==> config.mk <==
export PLATFORM = sky130hd
export DESIGN_NAME = muldiv_unit_flat
export DESIGN_NICKNAME = d
export VERILOG_FILES = /design/src/rtl/muldiv_unit_pkg.sv /design/src/rtl/muldiv_unit_if.sv /design/src/rtl/muldiv_signfix.sv /design/src/rtl/muldiv_unit.sv /design/src/flat_wrapper.sv
export SDC_FILE = /design/constraint.sdc
export NUM_CORES = 1
export LEC_CHECK = 0
export CAP_MARGIN = 30
export CORE_ASPECT_RATIO = 2
export CORE_MARGIN = 2
export CORE_UTILIZATION = 31
export CTS_CLUSTER_SIZE = 28
export DETAILED_ROUTE_END_ITERATION = 8
export DONT_BUFFER_PORTS = 1
export PLACE_DENSITY = 0.48
export SLEW_MARGIN = 20
export SYNTH_ARGS = -nofsm -noshare
export SYNTH_HDL_FRONTEND = slang
export SYNTH_SLANG_ARGS = --single-unit
==> constraint.sdc <==
create_clock -name clk -period 6.5 [get_ports clk]
set_input_delay 1.3 -clock clk [delete_from_list [all_inputs] [get_ports clk]]
set_output_delay 1.3 -clock clk [all_outputs]
set_load 0.01 [all_outputs]
==> src/rtl/muldiv_unit_pkg.sv <==
// Shared definitions for the iterative multiply/divide unit.
//   WIDTH    : default operand width (HI and LO are each WIDTH bits)
//   OP_*     : req_op encoding; bit 0 selects divide, bit 1 selects signed
//   state_e  : control FSM states
package muldiv_unit_pkg;

    localparam int unsigned WIDTH = 32;

    localparam logic [1:0] OP_MULTU = 2'b00;
    localparam logic [1:0] OP_DIVU  = 2'b01;
    localparam logic [1:0] OP_MULT  = 2'b10;
    localparam logic [1:0] OP_DIV   = 2'b11;

    typedef enum logic [1:0] {
        StIdle,
        StRun,
        StDone
    } state_e;

endpackage

==> src/rtl/muldiv_unit_if.sv <==
// Request/response channel of the multiply/divide unit.
//   req_valid/req_ready/req_op/req_a/req_b : operand request handshake
//   rsp_valid/rsp_ready/rsp_hi/rsp_lo/rsp_div0 : HI/LO result handshake
//   busy : unit is not idle
// master drives requests and consumes responses; slave is the unit.
interface muldiv_unit_if #(
    parameter int unsigned Width = muldiv_unit_pkg::WIDTH
);
    logic             req_valid;
    logic             req_ready;
    logic [1:0]       req_op;
    logic [Width-1:0] req_a;
    logic [Width-1:0] req_b;
    logic             rsp_valid;
    logic             rsp_ready;
    logic [Width-1:0] rsp_hi;
    logic [Width-1:0] rsp_lo;
    logic             rsp_div0;
    logic             busy;

    modport master (
        output req_valid, req_op, req_a, req_b, rsp_ready,
        input  req_ready, rsp_valid, rsp_hi, rsp_lo, rsp_div0, busy
    );

    modport slave (
        input  req_valid, req_op, req_a, req_b, rsp_ready,
        output req_ready, rsp_valid, rsp_hi, rsp_lo, rsp_div0, busy
    );
endinterface

==> src/rtl/muldiv_signfix.sv <==
// Sign handling for signed MULT/DIV, purely combinational.
//   signed_i, a_i, b_i        : raw request operands and signed-op select
//   a_mag_o, b_mag_o          : operand magnitudes fed to the unsigned core
//   sign_a_o, sign_b_o        : operand signs (0 for unsigned ops)
//   is_div_i, neg_a_i, neg_b_i: latched op kind and operand signs
//   hi_i, lo_i / hi_o, lo_o   : unsigned core result / sign-corrected result
module muldiv_signfix #(
    parameter int unsigned Width = 32
) (
    input  logic             signed_i,
    input  logic [Width-1:0] a_i,
    input  logic [Width-1:0] b_i,
    output logic [Width-1:0] a_mag_o,
    output logic [Width-1:0] b_mag_o,
    output logic             sign_a_o,
    output logic             sign_b_o,
    input  logic             is_div_i,
    input  logic             neg_a_i,
    input  logic             neg_b_i,
    input  logic [Width-1:0] hi_i,
    input  logic [Width-1:0] lo_i,
    output logic [Width-1:0] hi_o,
    output logic [Width-1:0] lo_o
);
    logic [2*Width-1:0] prod;
    logic               neg_res;

    assign sign_a_o = signed_i & a_i[Width-1];
    assign sign_b_o = signed_i & b_i[Width-1];
    // The most negative value maps onto itself, which is its correct unsigned magnitude.
    assign a_mag_o  = sign_a_o ? -a_i : a_i;
    assign b_mag_o  = sign_b_o ? -b_i : b_i;

    assign prod    = {hi_i, lo_i};
    assign neg_res = neg_a_i ^ neg_b_i;

    always_comb begin
        hi_o = hi_i;
        lo_o = lo_i;
        if (is_div_i) begin
            // Quotient takes the XOR of signs; remainder follows the dividend.
            lo_o = neg_res ? -lo_i : lo_i;
            hi_o = neg_a_i ? -hi_i : hi_i;
        end else if (neg_res) begin
            {hi_o, lo_o} = -prod;
        end
    end
endmodule

==> src/rtl/muldiv_unit.sv <==
// Iterative multiply/divide unit: shift-add multiplier and restoring divider
// sharing one 2*Width accumulator; one result step per cycle.
//   clk, rst_n : clock and asynchronous active-low reset
//   bus        : muldiv_unit_if slave (request, response, busy)
// Define MULDIV_SIGNED_EN to honour req_op[1] (MULT/DIV) via muldiv_signfix;
// otherwise every operation is unsigned.
module muldiv_unit
    import muldiv_unit_pkg::*;
#(
    parameter int unsigned Width = WIDTH
) (
    input logic           clk,
    input logic           rst_n,
    muldiv_unit_if.slave  bus
);
    localparam int unsigned CntW = $clog2(Width + 1);
    localparam logic [CntW-1:0] LastCnt = CntW'(Width);

    state_e             state_q, state_d;
    logic [CntW-1:0]    cnt_q, cnt_d;
    logic [2*Width-1:0] acc_q, acc_d;
    logic [Width-1:0]   b_q, b_d;
    logic [Width-1:0]   a_raw_q, a_raw_d;
    logic               is_div_q, is_div_d;
    logic               div0_q, div0_d;
    logic [Width-1:0]   rsp_hi_q, rsp_hi_d;
    logic [Width-1:0]   rsp_lo_q, rsp_lo_d;
    logic               rsp_div0_q, rsp_div0_d;

    logic [Width-1:0]   a_mag, b_mag;
    logic [Width-1:0]   fin_hi, fin_lo;

`ifdef MULDIV_SIGNED_EN
    logic sign_a, sign_b;
    logic neg_a_q, neg_a_d, neg_b_q, neg_b_d;

    muldiv_signfix #(
        .Width (Width)
    ) u_signfix (
        .signed_i (bus.req_op[1]),
        .a_i      (bus.req_a),
        .b_i      (bus.req_b),
        .a_mag_o  (a_mag),
        .b_mag_o  (b_mag),
        .sign_a_o (sign_a),
        .sign_b_o (sign_b),
        .is_div_i (is_div_q),
        .neg_a_i  (neg_a_q),
        .neg_b_i  (neg_b_q),
        .hi_i     (acc_q[2*Width-1:Width]),
        .lo_i     (acc_q[Width-1:0]),
        .hi_o     (fin_hi),
        .lo_o     (fin_lo)
    );
`else
    logic unused_op_signed;
    assign unused_op_signed = bus.req_op[1];
    assign a_mag  = bus.req_a;
    assign b_mag  = bus.req_b;
    assign fin_hi = acc_q[2*Width-1:Width];
    assign fin_lo = acc_q[Width-1:0];
`endif

    // Multiply step: acc = {product high, remaining multiplier bits}.
    logic [Width:0]     mul_sum;
    logic [2*Width-1:0] mul_next;
    assign mul_sum  = {1'b0, acc_q[2*Width-1:Width]} + (acc_q[0] ? {1'b0, b_q} : '0);
    assign mul_next = {mul_sum, acc_q[Width-1:1]};

    // Divide step: acc = {partial remainder, dividend bits shifting into quotient bits}.
    logic [Width:0]     rem_sh, trial;
    logic [2*Width-1:0] div_next;
    assign rem_sh   = {acc_q[2*Width-1:Width], acc_q[Width-1]};
    assign trial    = rem_sh - {1'b0, b_q};
    assign div_next = trial[Width] ? {rem_sh[Width-1:0], acc_q[Width-2:0], 1'b0}
                                   : {trial[Width-1:0], acc_q[Width-2:0], 1'b1};

    always_comb begin
        state_d    = state_q;
        cnt_d      = cnt_q;
        acc_d      = acc_q;
        b_d        = b_q;
        a_raw_d    = a_raw_q;
        is_div_d   = is_div_q;
        div0_d     = div0_q;
        rsp_hi_d   = rsp_hi_q;
        rsp_lo_d   = rsp_lo_q;
        rsp_div0_d = rsp_div0_q;
`ifdef MULDIV_SIGNED_EN
        neg_a_d    = neg_a_q;
        neg_b_d    = neg_b_q;
`endif
        unique case (state_q)
            StIdle: begin
                if (bus.req_valid) begin
                    acc_d    = {{Width{1'b0}}, a_mag};
                    b_d      = b_mag;
                    a_raw_d  = bus.req_a;
                    is_div_d = bus.req_op[0];
                    div0_d   = bus.req_op[0] && (bus.req_b == '0);
                    cnt_d    = '0;
                    state_d  = StRun;
`ifdef MULDIV_SIGNED_EN
                    neg_a_d  = sign_a;
                    neg_b_d  = sign_b;
`endif
                end
            end
            StRun: begin
                // Width steps, then one cycle to register the corrected result.
                if (cnt_q == LastCnt) begin
                    rsp_hi_d   = div0_q ? a_raw_q : fin_hi;
                    rsp_lo_d   = div0_q ? '1 : fin_lo;
                    rsp_div0_d = div0_q;
                    state_d    = StDone;
                end else begin
                    acc_d = is_div_q ? div_next : mul_next;
                    cnt_d = cnt_q + 1'b1;
                end
            end
            StDone: begin
                if (bus.rsp_ready) begin
                    state_d = StIdle;
                end
            end
            default: state_d = StIdle;
        endcase
    end

    always_ff @(posedge clk or negedge rst_n) begin
        if (!rst_n) begin
            state_q    <= StIdle;
            cnt_q      <= '0;
            acc_q      <= '0;
            b_q        <= '0;
            a_raw_q    <= '0;
            is_div_q   <= 1'b0;
            div0_q     <= 1'b0;
            rsp_hi_q   <= '0;
            rsp_lo_q   <= '0;
            rsp_div0_q <= 1'b0;
`ifdef MULDIV_SIGNED_EN
            neg_a_q    <= 1'b0;
            neg_b_q    <= 1'b0;
`endif
        end else begin
            state_q    <= state_d;
            cnt_q      <= cnt_d;
            acc_q      <= acc_d;
            b_q        <= b_d;
            a_raw_q    <= a_raw_d;
            is_div_q   <= is_div_d;
            div0_q     <= div0_d;
            rsp_hi_q   <= rsp_hi_d;
            rsp_lo_q   <= rsp_lo_d;
            rsp_div0_q <= rsp_div0_d;
`ifdef MULDIV_SIGNED_EN
            neg_a_q    <= neg_a_d;
            neg_b_q    <= neg_b_d;
`endif
        end
    end

    // Gated by rst_n so the channel reads not-ready while reset is held.
    assign bus.req_ready = rst_n && (state_q == StIdle);
    assign bus.rsp_valid = (state_q == StDone);
    assign bus.busy      = (state_q != StIdle);
    assign bus.rsp_hi    = rsp_hi_q;
    assign bus.rsp_lo    = rsp_lo_q;
    assign bus.rsp_div0  = rsp_div0_q;
endmodule

==> src/flat_wrapper.sv <==
// flat-port wrapper written by rule: the top's interface ports become plain ports
module muldiv_unit_flat import muldiv_unit_pkg::*;
#(
    parameter int unsigned Width = WIDTH
)
  (clk, rst_n, bus_req_valid, bus_req_op, bus_req_a, bus_req_b, bus_rsp_ready, bus_req_ready, bus_rsp_valid, bus_rsp_hi, bus_rsp_lo, bus_rsp_div0, bus_busy);
  muldiv_unit_if #(.Width(Width)) bus_i ();
  input logic clk;
  input logic rst_n;
  input wire logic [$bits(bus_i.req_valid)-1:0] bus_req_valid;
  input wire logic [$bits(bus_i.req_op)-1:0] bus_req_op;
  input wire logic [$bits(bus_i.req_a)-1:0] bus_req_a;
  input wire logic [$bits(bus_i.req_b)-1:0] bus_req_b;
  input wire logic [$bits(bus_i.rsp_ready)-1:0] bus_rsp_ready;
  output wire logic [$bits(bus_i.req_ready)-1:0] bus_req_ready;
  output wire logic [$bits(bus_i.rsp_valid)-1:0] bus_rsp_valid;
  output wire logic [$bits(bus_i.rsp_hi)-1:0] bus_rsp_hi;
  output wire logic [$bits(bus_i.rsp_lo)-1:0] bus_rsp_lo;
  output wire logic [$bits(bus_i.rsp_div0)-1:0] bus_rsp_div0;
  output wire logic [$bits(bus_i.busy)-1:0] bus_busy;
  assign bus_i.req_valid = bus_req_valid;
  assign bus_i.req_op = bus_req_op;
  assign bus_i.req_a = bus_req_a;
  assign bus_i.req_b = bus_req_b;
  assign bus_i.rsp_ready = bus_rsp_ready;
  assign bus_req_ready = bus_i.req_ready;
  assign bus_rsp_valid = bus_i.rsp_valid;
  assign bus_rsp_hi = bus_i.rsp_hi;
  assign bus_rsp_lo = bus_i.rsp_lo;
  assign bus_rsp_div0 = bus_i.rsp_div0;
  assign bus_busy = bus_i.busy;
  muldiv_unit #(.Width(Width)) u_core (.clk(clk), .rst_n(rst_n), .bus(bus_i));
endmodule
==> summary.md, run 1 <==
| Metric | Value |
|---|---|
| Maximum clock rate | `roughly 0.22 GHz` |
| Run status | `complete, no violations` |
| Largest net degree at the start of global routing | `205` |
| Via Count | `between 10000 and 15000` |
| Hold Buf Count CTS | `0` |
| Die H | `~290 um` |
| Register bit total from synthesis | `~200` |
| Max-slew violations | `0` |
| Number of synthesized flops with an enable pin | `0` |
| Crit path capture type | `register` |
| Total grt overflow | `0` |
| Gr usage total | `0.1881` |
| Pleak | `around 6.1 nW` |
| Switching power of the nets | `4.167 mW` |
| Setup Fix Bufs, Post-CTS | `0` |
| Post-Route WL | `just under 40 mm` |
| Worst Setup Start Kind | `register` |
| Logic pwr share | `0.585` |
| Worst Slack Setup Final | `between 1.5 and 2 ns` |
| Rel. slew slack | `0.3512` |
| Final instance area | `between 10000 and 15000 sq um` |
| Post-DP HPWL | `slightly below 30 mm` |
| ANT nets after route | `0` |
| Slowest cell on the critical path | `a32oi_2` |
| Critical path class | `register to register` |
| First-pass GRT wire length | `roughly 62 mm` |
| Max-capacitance violation count | `0` |
| R2r endpoint | `u_core.acc_q[35]$_DFFE_PN0P_` |
| Worst EP required | `slightly below 7 ns` |
| Antenna violations before repair | `2` |
| Hold Crit Endpoint | `u_core.a_raw_q[29]$_DFFE_PN0P_` |
| Vias/cell | `around 5.2` |
| Hold Path Class | `register to register` |
| CTS tree | `yes` |
| Worst IR drop on VDD | `204.2 uV` |
| Area contributors post-synth | `dfrtp_1, nand2_1, ha_1` |
| Port bufs | `0` |
| Die ar. | `between 40000 and 50000 sq um` |
| Ys async rst share | `1.000` |
| Num CTS Buffers | `21` |
| Syn Inst Count | `about 1400` |
| Syn nets | `between 1500 and 2000` |
| RePlAce Congestion | `0.8871` |
| Sum Neg Setup Slack | `0 ns` |
| DP Worst Slack | `between 1.5 and 2 ns` |
| Final Cycle Share | `0.7133` |
| Worst EP arrival | `around 5.1 ns` |
| # IOs | `~140` |
| TritonRoute pass-1 iters | `5` |
| Register area share after synthesis | `0.4092` |
| Resize count post-CTS | `0` |
| Final Critical Period | `4.636 ns` |
| RSZ-0062 raised after global routing | `false` |
| Internal | `roughly 4.7 mW` |
| Ys flop type | `dfrtp_1` |
| Drt wl/cell | `roughly 20 um` |
| Slew @ Worst Pin | `about 0.97 ns` |
| Worst r2r src | `u_core.acc_q[31]$_DFFE_PN0P_` |
| Register share of total power | `0.275` |
| Root Buffer | `clkbuf_16` |
| Number of global-route vias before repair | `roughly 11000` |
| Syn Area/Cell | `8.694 sq um` |
| Skew final | `about 0.021 ns` |
| Area growth syn-to-layout | `9.896%` |
| H-tree depth | `1` |
| Reg2Reg Setup Slack | `approximately 1.9 ns` |
| Starting density of the core | `0.3148` |
| Filler cell count | `4142` |
| Final setup fails | `0` |
| Number of remaining DRC errors | `0` |
| Pwr dens | `around 650 nW/um^2` |
| Most used cell, CP | `a21oi_1` |
| Die W | `between 100 and 150 um` |
| Top-area cell type share of the netlist area | `0.4092` |
| Latest clock arrival within the worst-skew pair | `about 0.52 ns` |
| Endpoints failing hold | `0` |
| Post-layout nets | `approximately 1500` |
| Iter 0 DRT Violations | `450` |
| Clock share of power | `0.140` |
| Sw frac | `0.4720` |
| Crit-path max cell delay | `between 0.8 and 0.9 ns` |
| Layout cells sized above 1 | `0.04908` |
| Dpl cell area | `~13000 sq um` |
| Cell Chain, Critical Path | `inv_1, ha_1, fa_1, nand2b_1, a21oi_1, o211ai_1, a211oi_1, o31ai_1, a32oi_2, buf_4, mux2i_1, a21oi_1, a21o_1` |
| Clock Sink Count | `around 200` |
| Yosys cell types | `roughly 70` |
| Area leader, netlist | `dfrtp_1` |
| Hold depth | `2` |
| CTS Buffer Depth | `3` |
| Core ar. | `a little under 40000 sq um` |
| Crit. Startpoint | `u_core.acc_q[31]$_DFFE_PN0P_` |
| Cell count of the worst reg-to-reg path | `13` |
| Crit-path max FO | `15` |
| Row count | `roughly 100` |
| Synth Warn # | `0` |
| Hold path start | `u_core.a_raw_q[29]$_DFFE_PN0P_` |
| Syn Std Cell Area | `between 10000 and 15000 sq um` |
| Clk slew on worst S/H paths | `0.07 ns` |
critical path, delay by kind of cell, from the launching register on:
family / cells / cell delay (ns)
buf+inv: 2 / 0.41
mux: 1 / 0.23
fa+ha+maj: 2 / 0.63
compound gates: 7 / 2.60
simple gates: 1 / 0.21
flops: 1 / 0.45
how the worst max path moves through the flow:
stage,end,slack [ns]
global placement,u_core.acc_q[35]$_DFFE_PN0P_,1.83
detailed placement,u_core.acc_q[35]$_DFFE_PN0P_,1.74
global route,u_core.acc_q[35]$_DFFE_PN0P_,1.52
floorplan,u_core.acc_q[56]$_DFFE_PN0P_,3.35
finish,u_core.acc_q[35]$_DFFE_PN0P_,1.86
CTS,u_core.acc_q[35]$_DFFE_PN0P_,1.72
power by group through the flow:
stage,Combinational (mW),Clock [mW],Sequential (mW)
2_1_floorplan,3.99,0,2.21
3_3_place_gp,5.08,0,2.45
3_5_place_dp,5.14,0,2.46
4_1_cts,5.17,1.28,2.44
5_1_grt,5.77,1.32,2.51
6_report,5.16,1.24,2.43
cells by family (layout without fill, tap and decap cells):
logic type               Yosys count  in the layout  synth area share
multiplexers                      87             87           0.07085
AO/OA/AOI/OAI                    395            395            0.1969
adder cells (fa/ha/maj)           68             68           0.06974
other                              0              2                 0
AND/OR/NAND/NOR                  490            490            0.1717
buffers and inverters            128            106           0.04142
flip-flops                       203            203            0.4092
XOR/XNOR                          57             57           0.04021
state kept, by name, indices dropped and copies added, names as in the netlist:
name / flops
u_core.b_q: 32
u_core.bus.rsp_div0: 1
u_core.bus.rsp_lo: 32
u_core.acc_q: 64
u_core.bus.rsp_hi: 32
u_core.a_raw_q: 32
u_core.state_q: 2
u_core.div0_q: 1
u_core.is_div_q: 1
u_core.cnt_q: 6
cells in the final DEF (no fill, tap or decap), types with 11 or more instances in the layout:
master,count
a211oi_1,12
a21o_1,28
a21oi_1,68
a22oi_1,14
a31oi_1,13
and2_1,35
buf_4,14
clkbuf_16,21
dfrtp_1,201
ha_1,66
inv_1,50
mux2i_1,80
nand2_1,296
nand2b_1,11
nand3_1,14
nand4_1,14
nor2_1,74
nor3_1,13
o211ai_1,37
o21a_1,12
o21ai_0,157
xnor2_1,28
xor2_1,29
synth_stat cells, drive strengths merged (3+ instances only):
library cell	instances
o221ai	5
nand4	14
ha	66
or3	4
xnor2	28
o21a	12
a32oi	3
and2	36
and4	4
o21bai	7
inv	50
a211o	4
o211ai	37
a21oi	68
nor3	13
a221oi	3
nor4	6
a22oi	14
o31ai	7
nand2	296
nor2b	4
a31oi	13
nand2b	11
buf	8
dfrtp	203
a32o	3
clkbuf	69
o21ai	160
and3	4
xor2	29
mux2	7
a211oi	12
nand3	14
nor2	75
mux2i	80
a21o	28
area by class of cell:
class / count / area [sq um] / area share
Clock buffer: 29 / 585.6 / 0.04292
Sequential cell: 203 / 5085 / 0.3727
Tap cell: 525 / 656.9 / 0.04814
Clock inverter: 7 / 92.59 / 0.006786
Antenna cell: 2 / 5.005 / 0.0003668
Multi-Input combinational cell: 1097 / 6850 / 0.5021
Timing Repair Buffer: 19 / 177.7 / 0.01302
Inverter: 51 / 191.4 / 0.01403
per-stage QoR:
step | std cells | hold WS (ns) | total power, mW | util
final | 1933 | 0.4738 | 8.828 | 0.3460
after detailed placement | 1893 | 0.4625 | 7.603 | 0.3276
after floorplan | 1428 | 0.4454 | 6.199 | -
after global routing | 1933 | 0.4686 | 9.606 | 0.3460
after global placement | 1890 | 0.4563 | 7.532 | 0.3268
after CTS | 1929 | 0.4573 | 8.885 | 0.3448
layer usage:
layer / vias to the layer above / global-route usage / share of wire / wire length [um]
met5: - / 0 / 0 / 0
met4: 0 / 0.07672 / 0.036 / 1407
met3: 71 / 0.03397 / 0.047 / 1840
met2: 247 / 0.3630 / 0.54 / 21240
met1: 4892 / 0.1991 / 0.38 / 14910
li1: 4935 / - / - / -
Note: power is estimated with default switching activity, not from simulation.
==> inputs of run 2 (changes only) <==
Settings changed: ABC_AREA set to 1.
Clock period 6.5 ns to 4.7 ns, I/O delays scaled along.
==> run 2 against run 1 <==
Synthesized cell count rose by 44%; sequential power is 52% higher; cell count rose by 34%; hold slack lost 0.35 ns; global-route usage up 2.7 points; sequential cell count did not move; routed wire length grew 28%; via count grew 31%; sequential share of layout area decreased by 3.5 points; synthesized area is 11% higher; clock power is 39% higher; combinational power up 68%.
==> summary.md, run 2 <==
| Metric | Value |
|---|---|
| Number of global-route vias before repair | `13620 (+26%)` |
| Register area share after synthesis | `0.3678 (-0.04136)` |
| Final Critical Period | `3.389 ns (-1.247 ns)` |
| Number of synthesized flops with an enable pin | `0 (unchanged)` |
| Layout cells sized above 1 | `0.03727 (-0.01180)` |
| Post-layout nets | `2164 (+41%)` |
| Post-DP HPWL | `39.17 mm (+36%)` |
| RePlAce Congestion | `1.066 (+20%)` |
| Final setup fails | `0 (unchanged)` |
| Most numerous cell in the Yosys netlist | `nand2_1` |
| Worst IR drop on VDD | `340.5 uV (+67%)` |
| Crit path capture type | `register` |
| DP Worst Slack | `1.325 ns (-0.4121 ns)` |
| Clock Sink Count | `203 (unchanged)` |
| Crit-path max cell delay | `0.90 ns (+0.08 ns)` |
| Row count | `109 (+5.8%)` |
| Largest net degree at the start of global routing | `205 (unchanged)` |
| Core ar. | `44050 sq um (+12%)` |
| Worst EP required | `5.16 ns (-1.75 ns)` |
| H-tree depth | `1 (unchanged)` |
| Dpl cell area | `14340 sq um (+11%)` |
| Area growth syn-to-layout | `8.842%` |
| Biggest register | `u_core.acc_q` |
| Clk slew on worst S/H paths | `0.07 ns (about the same)` |
| Largest delay share family, worst path | `simple AND/OR/NAND/NOR gates` |
| Slew @ Worst Pin | `1.076 ns (+0.1030 ns)` |
| Filler cell count | `4788 (+16%)` |
| Via Count | `13258 (+31%)` |
| Num CTS Buffers | `20 (-4.8%)` |
| Commonest non-fill, non-tap cell in the layout | `nand2_1` |
| Resize count post-CTS | `0 (unchanged)` |
| Worst Slack Setup Final | `1.311 ns (-0.5532 ns)` |
| Die H | `302.5 um (+5.4%)` |
| Worst EP arrival | `3.85 ns (-1.20 ns)` |
| CTS Buffer Depth | `3 (unchanged)` |
| Skew final | `0.01419 ns (-0.007088 ns)` |
| Maximum clock rate | `0.2950 GHz (+37%)` |
| Critical path class | `register to register` |
| Multi-input logic area | `7247 sq um (+5.8%)` |
| CTS tree | `yes` |
| Gr usage total | `0.2149 (+0.02681)` |
| Placed insts | `2558 (+35%)` |
| Critical Path Stages | `16 (+3)` |
| TritonRoute pass-1 iters | `5 (unchanged)` |
| First-pass GRT wire length | `77.94 mm (+26%)` |
| Ys async rst share | `1.000 (unchanged)` |
| Post-Route WL | `50.62 mm (+28%)` |
| Sum Neg Setup Slack | `0 ns (unchanged)` |
| Endpoints failing hold | `0 (unchanged)` |
| Run status | `complete, no violations` |
| Starting density of the core | `0.3135 (-0.001290)` |
| Worst Setup Start Kind | `register` |
| Drt wl/cell | `19.51 um (-4.3%)` |
| Final std cells w/o fill | `2595 (+34%)` |
| Most used cell, CP | `nand2_1` |
| ANT nets after route | `0 (unchanged)` |
| Ys flop type | `dfrtp_1` |
| Slowest cell on the critical path | `dfrtp_1` |
| Leading cell types in the layout, fill and taps excluded | `nand2_1, inv_1, dfrtp_1, nor2_1, a21oi_1` |
| Vias/cell | `5.109 (-2.7%)` |
| Sequential standard cell area | `5080 sq um (about the same)` |
| Iter 0 DRT Violations | `721 (+60%)` |
| Number of remaining DRC errors | `0 (unchanged)` |
| Syn Area/Cell | `6.695 sq um (-23%)` |
| Design Power | `14.08 mW (+59%)` |
| Port bufs | `0 (unchanged)` |
| Pleak | `7.920 nW (+30%)` |
| Final Cycle Share | `0.7211 (+0.007883)` |
| Crit-path max FO | `22 (+7)` |
| Hold Path Class | `input pin to asynchronous set/reset pin` |
| Max-slew violations | `0 (unchanged)` |
| Yosys cell types | `40 (-41%)` |
| Cell Chain, Critical Path | `nand2_1, inv_1, ha_1, inv_1, fa_1, o21ai_1, nand2_1, nand2_1, nand2_1, nand2_1, nand3_1, a21oi_1, nor2_1, nor2_1, nand2_1, nand2_1` |
| Latest clock arrival within the worst-skew pair | `0.52 ns (about the same)` |
| Register bit total from synthesis | `203 (unchanged)` |
| Die W | `153.3 um (+5.3%)` |
| Final instance area | `15030 sq um (+10%)` |
| Largest register FFs | `64 (unchanged)` |
| Syn Inst Count | `2063 (+44%)` |
| RSZ-0062 raised after global routing | `false` |
| Synth Warn # | `0 (unchanged)` |
| Cell count of the worst reg-to-reg path | `16 (+3)` |
| Pwr dens | `936.6 nW/um^2 (+45%)` |
| Hold Buf Count CTS | `0 (unchanged)` |
| Top post-synthesis cells by count | `nand2_1, inv_1, dfrtp_1, nor2_1, a21oi_1` |
| Reg2Reg Setup Slack | `1.31 ns (-0.55 ns)` |
| Top-area cell type share of the netlist area | `0.3678 (-0.04136)` |
| Area contributors post-synth | `dfrtp_1, nand2_1, inv_1` |
| Syn nets | `2201 (+41%)` |
| Setup Fix Bufs, Post-CTS | `0 (unchanged)` |
| # IOs | `138 (unchanged)` |
| Syn Std Cell Area | `13810 sq um (+11%)` |
| Total grt overflow | `0 (unchanged)` |
| Root Buffer | `clkbuf_16` |
| Antenna violations before repair | `1 (-1)` |
| Rel. slew slack | `0.2760 (-0.07525)` |
| Area leader, netlist | `dfrtp_1` |
| Bufs and invs on worst path | `2 (unchanged)` |
| Max-capacitance violation count | `0 (unchanged)` |
| Die ar. | `46360 sq um (+11%)` |
-- run 2: changes by cell type after synthesis, sizes merged, moves of 24 or more --
cell / previous run / this run
o21ai: 160 / 78
a21oi: 68 / 140
a21o: 28 / 4
nor2: 75 / 178
xor2: 29 / 3
mux2i: 80 / 0
o211ai: 37 / 62
inv: 50 / 310
and2: 36 / 2
nand3: 14 / 127
nand2: 296 / 692
-- run 2: kinds of logic (layout without fill, tap and decap cells) --
| kind of cell | count (synthesis) | in the layout | synth area share |
|---|---|---|---|
| AO/OA/AOI/OAI | 338 | 338 | 0.1415 |
| XOR/XNOR | 17 | 17 | 0.01078 |
| adder cells (fa/ha/maj) | 68 | 68 | 0.06269 |
| buffers and inverters | 386 | 362 | 0.1084 |
| flip-flops | 203 | 203 | 0.3678 |
| other | 0 | 1 | 0 |
| AND/OR/NAND/NOR | 1051 | 1051 | 0.3088 |
-- run 2: area by class of cell --
type / count / share of cell area
diodes: 1 / 0.0001665
clock buffers: 26 / 0.03754
clock inverters: 9 / 0.006991
inverters: 311 / 0.07765
multi-input cells: 1474 / 0.4821
flip-flops and latches: 203 / 0.3379
well taps: 555 / 0.04619
repair buffers: 16 / 0.01149
-- run 2: where the power goes --
part           internal [mW]  total, mW  switching, mW
Clock                  0.960       1.72          0.756
Combinational           2.91       8.68           5.77
Sequential              2.63       3.69           1.06
Total                   6.50       14.1           7.58
-- run 2: metrics by stage --
step / util / hold WS, ns
after floorplan: - / 0.4489
after global placement: 0.3241 / 0.4626
after detailed placement: 0.3256 / 0.4660
after CTS: 0.3408 / 0.09225
after global routing: 0.3413 / 0.1175
final: 0.3413 / 0.1230
-- run 2: worst paths after layout --
| path | end | start |
|---|---|---|
| min in group clk | u_core.a_raw_q[16]$_DFFE_PN0P_ | u_core.a_raw_q[16]$_DFFE_PN0P_ |
| max in group asynchronous | u_core.bus.rsp_hi[21]$_DFFE_PN0P_ | rst_n |
| worst min register to register | u_core.a_raw_q[16]$_DFFE_PN0P_ | u_core.a_raw_q[16]$_DFFE_PN0P_ |
| worst min-delay path | u_core.acc_q[3]$_DFFE_PN0P_ | rst_n |
| worst max register to register | u_core.acc_q[59]$_DFFE_PN0P_ | u_core.acc_q[0]$_DFFE_PN0P_ |
| worst max-delay path | u_core.acc_q[59]$_DFFE_PN0P_ | u_core.acc_q[0]$_DFFE_PN0P_ |
-- run 2: layer usage --
metal | GRT usage | up-vias | part of all wire
met2 | 0.4166 | 355 | 0.54
met3 | 0.02428 | 111 | 0.043
li1 | - | 6511 | -
met4 | 0.1261 | 0 | 0.065
met1 | 0.2192 | 6281 | 0.35
met5 | 0 | - | 0
